$ cat config.mk
export PLATFORM = sky130hd
export DESIGN_NAME = pipe_adder
export DESIGN_NICKNAME = d
export VERILOG_FILES = /design/src/rtl/pipe_adder.sv
export SDC_FILE = /design/constraint.sdc
export NUM_CORES = 1
export LEC_CHECK = 0
export ABC_CLOCK_PERIOD_IN_PS = 4150
export CAP_MARGIN = 15
export CORE_MARGIN = 10
export CORE_UTILIZATION = 25
export CTS_CLUSTER_SIZE = 28
export DETAILED_ROUTE_END_ITERATION = 10
export GPL_ROUTABILITY_DRIVEN = 1
export SYNTH_ARGS = -nofsm -noshare
export SYNTH_HDL_FRONTEND = slang
export SYNTH_SLANG_ARGS = --single-unit
$ cat constraint.sdc
create_clock -name sys_clk -period 4.15 [get_ports sys_clk]
set_input_delay 0.6225 -clock sys_clk [delete_from_list [all_inputs] [get_ports sys_clk]]
set_output_delay 0.6225 -clock sys_clk [all_outputs]
set_load 0.01 [all_outputs]
$ cat src/rtl/pipe_adder.sv
// -----------------------------------------------------------------------------
// pipe_adder -- chunked ripple-carry adder spread over STAGES pipeline stages.
//
// Stage k adds operand chunk k (CHUNK = WIDTH/STAGES bits) plus the carry
// registered by stage k-1. The operand bits still to be added and the sum bits
// already produced travel with the transaction, so one transaction's chunks
// stay together. A single advance enable stalls the whole pipe when the output
// holds a result that downstream has not taken.
//
// Parameters
//   WIDTH   operand / sum width in bits (>= 2)
//   STAGES  pipeline depth; WIDTH must be a multiple of STAGES
//
// Ports
//   sys_clk    in   clock, rising edge
//   sys_rst_n  in   asynchronous active-low reset
//   in1, in2   in   unsigned operands            [WIDTH]
//   cin        in   carry-in
//   in_valid   in   operands valid this cycle
//   in_ready   out  operands accepted this cycle (combinational)
//   sum        out  (in1 + in2 + cin) mod 2^WIDTH [WIDTH]
//   cout       out  carry out of bit WIDTH-1
//   ovf        out  signed overflow of the same transaction
//                   (present only when PIPE_ADDER_OVF_EN is defined)
//   out_valid  out  sum/cout hold a valid result
//   out_ready  in   downstream accepts the result
//
// Build option: define PIPE_ADDER_OVF_EN to add the ovf output.
// -----------------------------------------------------------------------------
module pipe_adder #(
    parameter int WIDTH  = 16,
    parameter int STAGES = 4
) (
    input  logic             sys_clk,
    input  logic             sys_rst_n,
    input  logic [WIDTH-1:0] in1,
    input  logic [WIDTH-1:0] in2,
    input  logic             cin,
    input  logic             in_valid,
    output logic             in_ready,
    output logic [WIDTH-1:0] sum,
    output logic             cout,
    output logic             out_valid,
`ifdef PIPE_ADDER_OVF_EN
    output logic             ovf,
`endif
    input  logic             out_ready
);

    localparam int CHUNK = WIDTH / STAGES;

    if (WIDTH < 2 || STAGES < 1 || (WIDTH % STAGES) != 0) begin : g_bad_cfg
        $error("pipe_adder: WIDTH must be >= 2 and a multiple of STAGES");
    end

`ifdef PIPE_ADDER_OVF_EN
    // Two's-complement overflow: like-signed operands giving an unlike-signed sum.
    function automatic logic sgn_ovf(input logic a_msb, input logic b_msb,
                                     input logic s_msb);
        return (a_msb == b_msb) && (s_msb != a_msb);
    endfunction
`endif

    logic                adv;
    logic [STAGES-1:0]   vld_p;
    logic [STAGES-1:0]   cy_p;
    logic [STAGES-1:0]   cy_n;
    // Operand registers are kept shifted so the next chunk to add is always
    // in the low CHUNK bits; sum registers fill from the top, one chunk per
    // stage, so the final stage holds the sum in natural bit order.
    logic [WIDTH-1:0]    opa_p [STAGES];
    logic [WIDTH-1:0]    opb_p [STAGES];
    logic [WIDTH-1:0]    sum_p [STAGES];
    logic [WIDTH-1:0]    opa_n [STAGES];
    logic [WIDTH-1:0]    opb_n [STAGES];
    logic [WIDTH-1:0]    sum_n [STAGES];
`ifdef PIPE_ADDER_OVF_EN
    logic                ovf_n;
    logic                ovf_p;
`endif

    // Any slot may move only if the output slot is empty or being drained.
    assign adv      = !out_valid || out_ready;
    assign in_ready = adv;

    for (genvar k = 0; k < STAGES; k++) begin : g_stage
        logic [WIDTH-1:0] a_i;
        logic [WIDTH-1:0] b_i;
        logic [WIDTH-1:0] s_i;
        logic             c_i;
        logic [CHUNK:0]   part;

        if (k == 0) begin : g_first
            assign a_i = in1;
            assign b_i = in2;
            assign s_i = '0;
            assign c_i = cin;
        end else begin : g_rest
            assign a_i = opa_p[k-1];
            assign b_i = opb_p[k-1];
            assign s_i = sum_p[k-1];
            assign c_i = cy_p[k-1];
        end

        assign part     = {1'b0, a_i[CHUNK-1:0]} + {1'b0, b_i[CHUNK-1:0]}
                        + {{CHUNK{1'b0}}, c_i};
        assign cy_n[k]  = part[CHUNK];
        assign opa_n[k] = a_i >> CHUNK;
        assign opb_n[k] = b_i >> CHUNK;
        assign sum_n[k] = (s_i >> CHUNK) | (WIDTH'(part[CHUNK-1:0]) << (WIDTH - CHUNK));

`ifdef PIPE_ADDER_OVF_EN
        // The last stage sees the top operand chunk and produces the sum MSB.
        if (k == STAGES - 1) begin : g_ovf
            assign ovf_n = sgn_ovf(a_i[CHUNK-1], b_i[CHUNK-1], part[CHUNK-1]);
        end
`endif
    end

    // ---- stage boundary: valid, carry and partial-sum registers ----
    always_ff @(posedge sys_clk or negedge sys_rst_n) begin
        if (!sys_rst_n) begin
            vld_p <= '0;
            cy_p  <= '0;
            for (int k = 0; k < STAGES; k++) begin
                sum_p[k] <= '0;
            end
        end else if (adv) begin
            // Bubbles enter as invalid slots; nothing is compressed.
            vld_p <= (vld_p << 1) | STAGES'(in_valid);
            cy_p  <= cy_n;
            for (int k = 0; k < STAGES; k++) begin
                sum_p[k] <= sum_n[k];
            end
        end
    end

    // ---- stage boundary: operand skew registers (data only, no reset) ----
    always_ff @(posedge sys_clk) begin
        if (adv) begin
            for (int k = 0; k < STAGES; k++) begin
                opa_p[k] <= opa_n[k];
                opb_p[k] <= opb_n[k];
            end
        end
    end

`ifdef PIPE_ADDER_OVF_EN
    // ---- stage boundary: overflow flag, aligned with the final sum ----
    always_ff @(posedge sys_clk or negedge sys_rst_n) begin
        if (!sys_rst_n) begin
            ovf_p <= 1'b0;
        end else if (adv) begin
            ovf_p <= ovf_n;
        end
    end

    assign ovf = ovf_p;
`endif

    assign out_valid = vld_p[STAGES-1];
    assign cout      = cy_p[STAGES-1];
    assign sum       = sum_p[STAGES-1];

endmodule

==> out/qor.yml, run 1 <==
outcome:
  outcome: "complete, no violations"
finish:
  diodes: 0
  num-fill-cells: 1486
  flow.area_growth_from_synthesis_pct: 27.94
  layoutNonFillerInstCount: 544
  layout-drive-gt1-share_pct: 5.278
  finish.net_count: 412
setup_path:
  cp.arrival_ps: 2280
  critPathSlowestCell: "sky130_fd_sc_hd__clkdlybuf4s50_1"
  critical-path-top-delay-family: "buffers and inverters"
  worst-path-stages: 4
  timing.critical_path.required_ps: 3530
  path_common_cell: "sky130_fd_sc_hd__clkdlybuf4s50_1"
  worstRegToRegCells: 5
  timing.critical_path.cells: "clkdlybuf4s50_1 > nor2b_4 > clkinv_2 > clkdlybuf4s50_1"
  r2r_start: "vld_p[3]$_DFFE_PN0P_"
  reg2reg_setup_slack_ps: 2150
  max_fanout_on_critical_path: 35
  worstSetupPathType: "in2out"
  critPathMaxStageDelay_ps: 640
  worstSetupStartpointType: "input port"
  crit_buf_inv: 3
  critPathCaptureType: "primary output"
  worst_setup_path_endpoint: "in_ready"
  crit-reg2reg-capture: "g_stage[2].s_i[14]$_DFFE_PN0P_"
  cp-startpoint: "out_ready"
sta:
  worst_clock_skew_ps: 6.274
  maximum_achievable_frequency_mhz: 344.7
  post-route-min-period_ps: 2901
  worstMarginPinSlew_ps: 670.3
  worst_max_slew_margin_expressed_relative_to_the_limit_pct: 55.31
  crit_share_post_route_pct: 69.91
  finalHoldViolCount: 0
  grt_setup_unrepaired: "no"
  finalWorstSetupSlack_ps: 1249
  setup_tns_ps: 0
  finalSetupViolations: 0
  worst_hold_slack_ps: 165.1
  final_max_slew_viol_count: 0
cts:
  post_cts_resized: 0
  clkSinkCount: 96
  tritoncts: "yes"
  cts_inserted_buffers: 9
  cts-root-buf: "sky130_fd_sc_hd__clkbuf_16"
  worstSkewPairLatency_ps: 330
  clk_pin_slew_ps: 70
  post_cts.repair.setup_buffers: 0
  clk_path_buf_depth: 2
  cts.htree.levels: 3
  ctsHoldBuffers: 0
die:
  io_pins: 56
  fp.dieArea_sq_um: 20310
  die_h_um: 142.5
  rows: 44
  initial_core_utilization_pct: 25.62
  floorplan.die.width_um: 142.5
  core_area_sq_um: 14640
grt:
  grt.overflow.total: 0
  first_global_vias: 2262
  grt_antenna_before_repair: 0
  grt_first_pass_wirelength_um: 10920
  grt_start_max_net_pins: 64
  grt_util_all_layers_pct: 6.749
synthesis:
  top_cell_type_by_total_area_after_synthesis: "sky130_fd_sc_hd__edfxtp_1"
  synth.cell_area_sq_um: 3752
  synth-async-reset-ratio_pct: 50.00
  synth_area_leaders: "sky130_fd_sc_hd__edfxtp_1 38%, sky130_fd_sc_hd__dfrtp_1 32%, sky130_fd_sc_hd__nand2_1 10%"
  synth.most_common_cell: "sky130_fd_sc_hd__nand2_1"
  netlist.area_leader.share_pct: 38.41
  synth_commonest_cells: "100 x sky130_fd_sc_hd__nand2_1, 48 x sky130_fd_sc_hd__dfrtp_1, 48 x sky130_fd_sc_hd__edfxtp_1"
  syn_inst: 296
  seq_area_frac_synth_pct: 70.42
  synth_cell_type_count: 23
  edff_count_synth: 48
  synth_flop_cell: "sky130_fd_sc_hd__edfxtp_1"
  postSynthAreaPerCell_sq_um: 12.68
  syn-num-nets: 353
  synth_warnings: 0
  synth-seq-cells: 96
power_and_ir_drop:
  final_total_power_mw: 3.293
  power_leakage_nw: 2.069
  peakVddDrop_mv: 0.2034
  power_per_cell_area_nw_per_um2: 686.0
routing:
  avgViaCountPerCell: 3.965
  routedWlPerCell_um: 11.94
  drt.antenna.violating_nets: 0
  dr_total_vias: 2157
  drc_errors: 0
  postRouteWirelength_um: 6494
  drt-pass1-iter-count: 4
  drt_iter0_markers: 89
placement:
  dpl_worst_slack_ps: 1216
  dp.cells: 527
  place.gp.congestion: 0.6561
  post_dp_hpwl_um: 4448
  placement.io_buffers: 55
min_path:
  hold_class: "in2async"
flow_run:
  cap_viol_max_count: 0
## logic make-up after synthesis
kind of cell,synth area share [%]
AO/OA/AOI/OAI,4.668
XOR/XNOR,1.167
adder cells (fa/ha/maj),8.269
buffers and inverters,3.167
flip-flops,70.42
AND/OR/NAND/NOR,12.30
## sequential cells by signal, indices dropped and copies added, names as in the netlist
| name | flops |
|---|---|
| opa_p | 24 |
| g_stage.s_i | 24 |
| vld_p | 4 |
| cy_p | 4 |
| sum | 16 |
| opb_p | 24 |
## metrics by stage
step | instance area (sq um) | utilization (%)
floorplan | 3752 | -
global placement | 4491 | 30.66
detailed placement | 4491 | 30.66
CTS | 4781 | 32.65
global route | 4801 | 32.78
finish | 4801 | 32.78
## worst min path at each step
stage | from | end | slack, ps | depth (start not counted)
after floorplan | sys_rst_n | cy_p[0]$_DFFE_PN0P_ | 330 | 0
after global placement | opb_p[0][6]$_DFFE_PP_ | opb_p[1][2]$_DFFE_PP_ | 400 | 0
after detailed placement | opb_p[1][4]$_DFFE_PP_ | opb_p[2][0]$_DFFE_PP_ | 410 | 0
after CTS | opb_p[1][4]$_DFFE_PP_ | opb_p[2][0]$_DFFE_PP_ | 420 | 0
after global routing | sys_rst_n | cy_p[0]$_DFFE_PN0P_ | 170 | 1
final | sys_rst_n | cy_p[0]$_DFFE_PN0P_ | 170 | 1
## power by group
part / internal [mW] / switching (mW)
Clock: 0.470 / 0.336
Sequential: 1.40 / 0.158
Combinational: 0.440 / 0.494
Total: 2.31 / 0.988
## per-layer routing
metal / wire length (um) / vias to the layer above / track usage (%)
li1: - / 1088 / -
met1: 3140 / 1015 / 8.457
met2: 2941 / 46 / 10.31
met3: 305 / 8 / 2.370
met4: 106 / 0 / 2.932
met5: 0 / - / 0
## final cells by class
type                       instances  area (sq um)  share of cell area, %
sequential                        96          2643                  55.04
multi-input combinational        174         996.0                  20.75
timing repair buffer              58         580.6                  12.09
clock buffer                      12         236.5                  4.926
tap                              184         230.2                  4.795
inverter                          16         61.31                  1.277
clock inverter                     4         53.80                  1.121
## cell usage in the layout (no fill, tap or decap), types with 3 or more instances in the layout
| cell type | count |
|---|---|
| sky130_fd_sc_hd__fa_1 | 8 |
| sky130_fd_sc_hd__nor2_1 | 11 |
| sky130_fd_sc_hd__a21o_1 | 4 |
| sky130_fd_sc_hd__a21oi_1 | 12 |
| sky130_fd_sc_hd__edfxtp_1 | 48 |
| sky130_fd_sc_hd__dfrtp_1 | 48 |
| sky130_fd_sc_hd__xor2_1 | 4 |
| sky130_fd_sc_hd__clkdlybuf4s50_1 | 54 |
| sky130_fd_sc_hd__inv_1 | 15 |
| sky130_fd_sc_hd__nor2b_1 | 4 |
| sky130_fd_sc_hd__ha_1 | 12 |
| sky130_fd_sc_hd__o21ai_0 | 11 |
| sky130_fd_sc_hd__clkbuf_16 | 9 |
| sky130_fd_sc_hd__nand2_1 | 100 |
| sky130_fd_sc_hd__clkbuf_1 | 3 |
Power figures use the tool's default switching activity.
==> run 2: changes to the inputs <==
--- a/config.mk
+++ b/config.mk
@@ -5,7 +5,7 @@
 export SDC_FILE = /design/constraint.sdc
 export NUM_CORES = 1
 export LEC_CHECK = 0
-export ABC_CLOCK_PERIOD_IN_PS = 4150
+export ABC_CLOCK_PERIOD_IN_PS = 2590
 export CAP_MARGIN = 15
 export CORE_MARGIN = 10
 export CORE_UTILIZATION = 25
==> constraint.sdc (replaced) <==
create_clock -name sys_clk -period 2.59 [get_ports sys_clk]
set_input_delay 0.3885 -clock sys_clk [delete_from_list [all_inputs] [get_ports sys_clk]]
set_output_delay 0.3885 -clock sys_clk [all_outputs]
set_load 0.01 [all_outputs]
==> run 2 against run 1 <==
Net effect: first-iteration DRC count grew 88%; utilization shrank 0.060 points; via count grew 0.83%.
==> out/qor.yml, run 2 (synthesis results as in run 1) <==
power_and_ir_drop:
  power_per_cell_area_nw_per_um2: 1096  # was 686.0 nW/um^2
  clock_power_share_pct: 23.8  # was 24.5%
  power_leakage_nw: 2.062  # was 2.069 nW
  p_comb_share_pct: 28.9  # was 28.4%
  final_total_power_mw: 5.251  # was 3.293 mW
  share_seq_of_total_power_pct: 47.3  # was 47.2%
  peakVddDrop_mv: 0.3883  # was 0.2034 mV
  total_switching_power_mw: 1.637  # was 987.8 uW
  power_report.internal_total_mw: 3.614  # was 2.305 mW
  switching_share_pct: 31.18  # was 30.00%
cts:
  cts.htree.levels: 3  # unchanged
  clkSinkCount: 96  # unchanged
  cts-root-buf: "sky130_fd_sc_hd__clkbuf_16"  # unchanged
  ctsHoldBuffers: 0  # unchanged
  clk_pin_slew_ps: 70  # about the same
  worstSkewPairLatency_ps: 350  # was 330 ps
  post_cts.repair.setup_buffers: 0  # unchanged
  cts_inserted_buffers: 9  # unchanged
  post_cts_resized: 0  # unchanged
  clk_path_buf_depth: 2  # unchanged
  tritoncts: "yes"  # unchanged
sta:
  worst_clock_skew_ps: 9.438  # was 6.274 ps
  post-route-min-period_ps: 1978
  finalHoldViolCount: 0  # unchanged
  grt_setup_unrepaired: "no"  # unchanged
  crit_share_post_route_pct: 76.36
  finalSetupViolations: 0  # unchanged
  worst_max_slew_margin_expressed_relative_to_the_limit_pct: 54.34  # was 55.31%
  final_max_slew_viol_count: 0  # unchanged
  maximum_achievable_frequency_mhz: 505.6
  worstMarginPinSlew_ps: 684.9  # was 670.3 ps
  setup_tns_ps: 0  # unchanged
routing:
  drt.antenna.violating_nets: 0  # unchanged
  dr_total_vias: 2175  # was 2,157
  routedWlPerCell_um: 12.34  # was 11.94 um
  avgViaCountPerCell: 3.998  # was 3.965
  drt_iter0_markers: 167  # was 89
  postRouteWirelength_um: 6712  # was 6494 um
  drc_errors: 0  # unchanged
  drt-pass1-iter-count: 4  # unchanged
finish:
  flow.area_growth_from_synthesis_pct: 27.71  # was 27.94%
  mostFrequentLayoutCell: "sky130_fd_sc_hd__nand2_1"  # unchanged
  multiInputGateArea_sq_um: 996.0  # unchanged
  ff_latch_area_sq_um: 2643  # unchanged
  diodes: 0  # unchanged
  layout.cells.most_common_list: "100 x sky130_fd_sc_hd__nand2_1, 54 x sky130_fd_sc_hd__clkdlybuf4s50_1, 48 x sky130_fd_sc_hd__dfrtp_1, 48 x sky130_fd_sc_hd__edfxtp_1, 15 x sky130_fd_sc_hd__inv_1"  # unchanged
  finish.net_count: 412  # unchanged
  layout-drive-gt1-share_pct: 6.111  # was 5.278%
  num-fill-cells: 1490  # was 1,486
placement:
  post_dp_hpwl_um: 4507  # was 4448 um
  place.gp.congestion: 0.6682  # was 0.6561
  placement.io_buffers: 55  # unchanged
outcome:
  outcome: "complete, no violations"  # unchanged
setup_path:
  worstSetupPathType: "in2out"  # unchanged
  cp.arrival_ps: 1590  # was 2280 ps
  critPathCaptureType: "primary output"  # unchanged
  worstSetupStartpointType: "input port"  # unchanged
  max_fanout_on_critical_path: 2  # was 35
  timing.critical_path.required_ps: 2200  # was 3530 ps
grt:
  first_global_vias: 2323  # was 2,262
  grt.overflow.total: 0  # unchanged
  grt_start_max_net_pins: 97  # was 64
  grt_first_pass_wirelength_um: 11410  # was 10,920 um
  grt_antenna_before_repair: 0  # unchanged
  grt_util_all_layers_pct: 7.143  # was 6.749%
die:
  die_h_um: 142.5  # unchanged
  rows: 44  # unchanged
  io_pins: 56  # unchanged
  initial_core_utilization_pct: 25.62  # unchanged
  fp.dieArea_sq_um: 20310  # unchanged
  core_area_sq_um: 14640  # unchanged
  floorplan.die.width_um: 142.5  # unchanged
min_path:
  hold_class: "in2async"  # unchanged
flow_run:
  cap_viol_max_count: 0  # unchanged
-- run 2: changes by cell type in the layout (fill, tap and decap cells not counted) --
| cell | delta |
|---|---|
| sky130_fd_sc_hd__inv_8 | +1 |
| sky130_fd_sc_hd__clkinv_4 | +1 |
| sky130_fd_sc_hd__clkbuf_1 | -3 |
| sky130_fd_sc_hd__clkinvlp_2 | +1 |
| sky130_fd_sc_hd__clkinvlp_4 | +1 |
| sky130_fd_sc_hd__bufinv_16 | -1 |
-- run 2: routing by layer --
layer,GRT usage (%),part of all wire (%),vias up
met2,10.93,46,40
met4,3.094,1.9,0
li1,-,-,1089
met3,3.171,5.0,10
met1,8.537,47,1036
met5,0,0,-
-- run 2: power groups by stage --
stage               combinational (mW)  sequential [mW]  clock (mW)
CTS                               1.57             2.50        1.30
global placement                  1.51             2.50           0
global route                      1.76             2.56        1.36
detailed placement                1.56             2.53           0
finish                            1.52             2.49        1.25
floorplan                        0.887             2.53           0
-- run 2: worst paths after layout --
check                      slack [ps]  cells after the start                        endpoint             startpoint
max                               610                      4                        in_ready              out_ready
min                                80                      1             cy_p[0]$_DFFE_PN0P_              sys_rst_n
max reg2reg                       890                      7             cy_p[3]$_DFFE_PN0P_    cy_p[2]$_DFFE_PN0P_
min reg2reg                       410                      0           opa_p[2][0]$_DFFE_PP_  opa_p[1][4]$_DFFE_PP_
max in group asynchronous        1780                      2  g_stage[3].s_i[13]$_DFFE_PN0P_              sys_rst_n
min in group sys_clk              410                      0           opa_p[2][0]$_DFFE_PP_  opa_p[1][4]$_DFFE_PP_
-- run 2: layout make-up --
class,instances,share of cell area (%)
Sequential cell,96,55.14
Tap cell,184,4.804
Clock inverter,7,1.175
Timing Repair Buffer,58,12.11
Inverter,16,1.279
Multi-Input combinational cell,174,20.78
Clock buffer,9,4.700
-- run 2: critical path: stages --
cell	delay [ps]
sky130_fd_sc_hd__clkdlybuf4s50_1	450
sky130_fd_sc_hd__nor2b_4	160
sky130_fd_sc_hd__clkinv_2	90
sky130_fd_sc_hd__clkdlybuf4s50_1	500
-- run 2: stage by stage --
| step | std cells | instance area [sq um] | utilization (%) | hold slack [ps] | setup slack, ps |
|---|---|---|---|---|---|
| after detailed placement | 528 | 4511 | 30.80 | 404.5 | 554.7 |
| after global placement | 528 | 4511 | 30.80 | 401.4 | 582.4 |
| after CTS | 544 | 4792 | 32.72 | 99.18 | 564.8 |
| final | 544 | 4792 | 32.72 | 78.19 | 612.2 |
| after global routing | 544 | 4792 | 32.72 | 128.6 | 536.3 |
| after floorplan | 296 | 3752 | - | 92.91 | 860.1 |
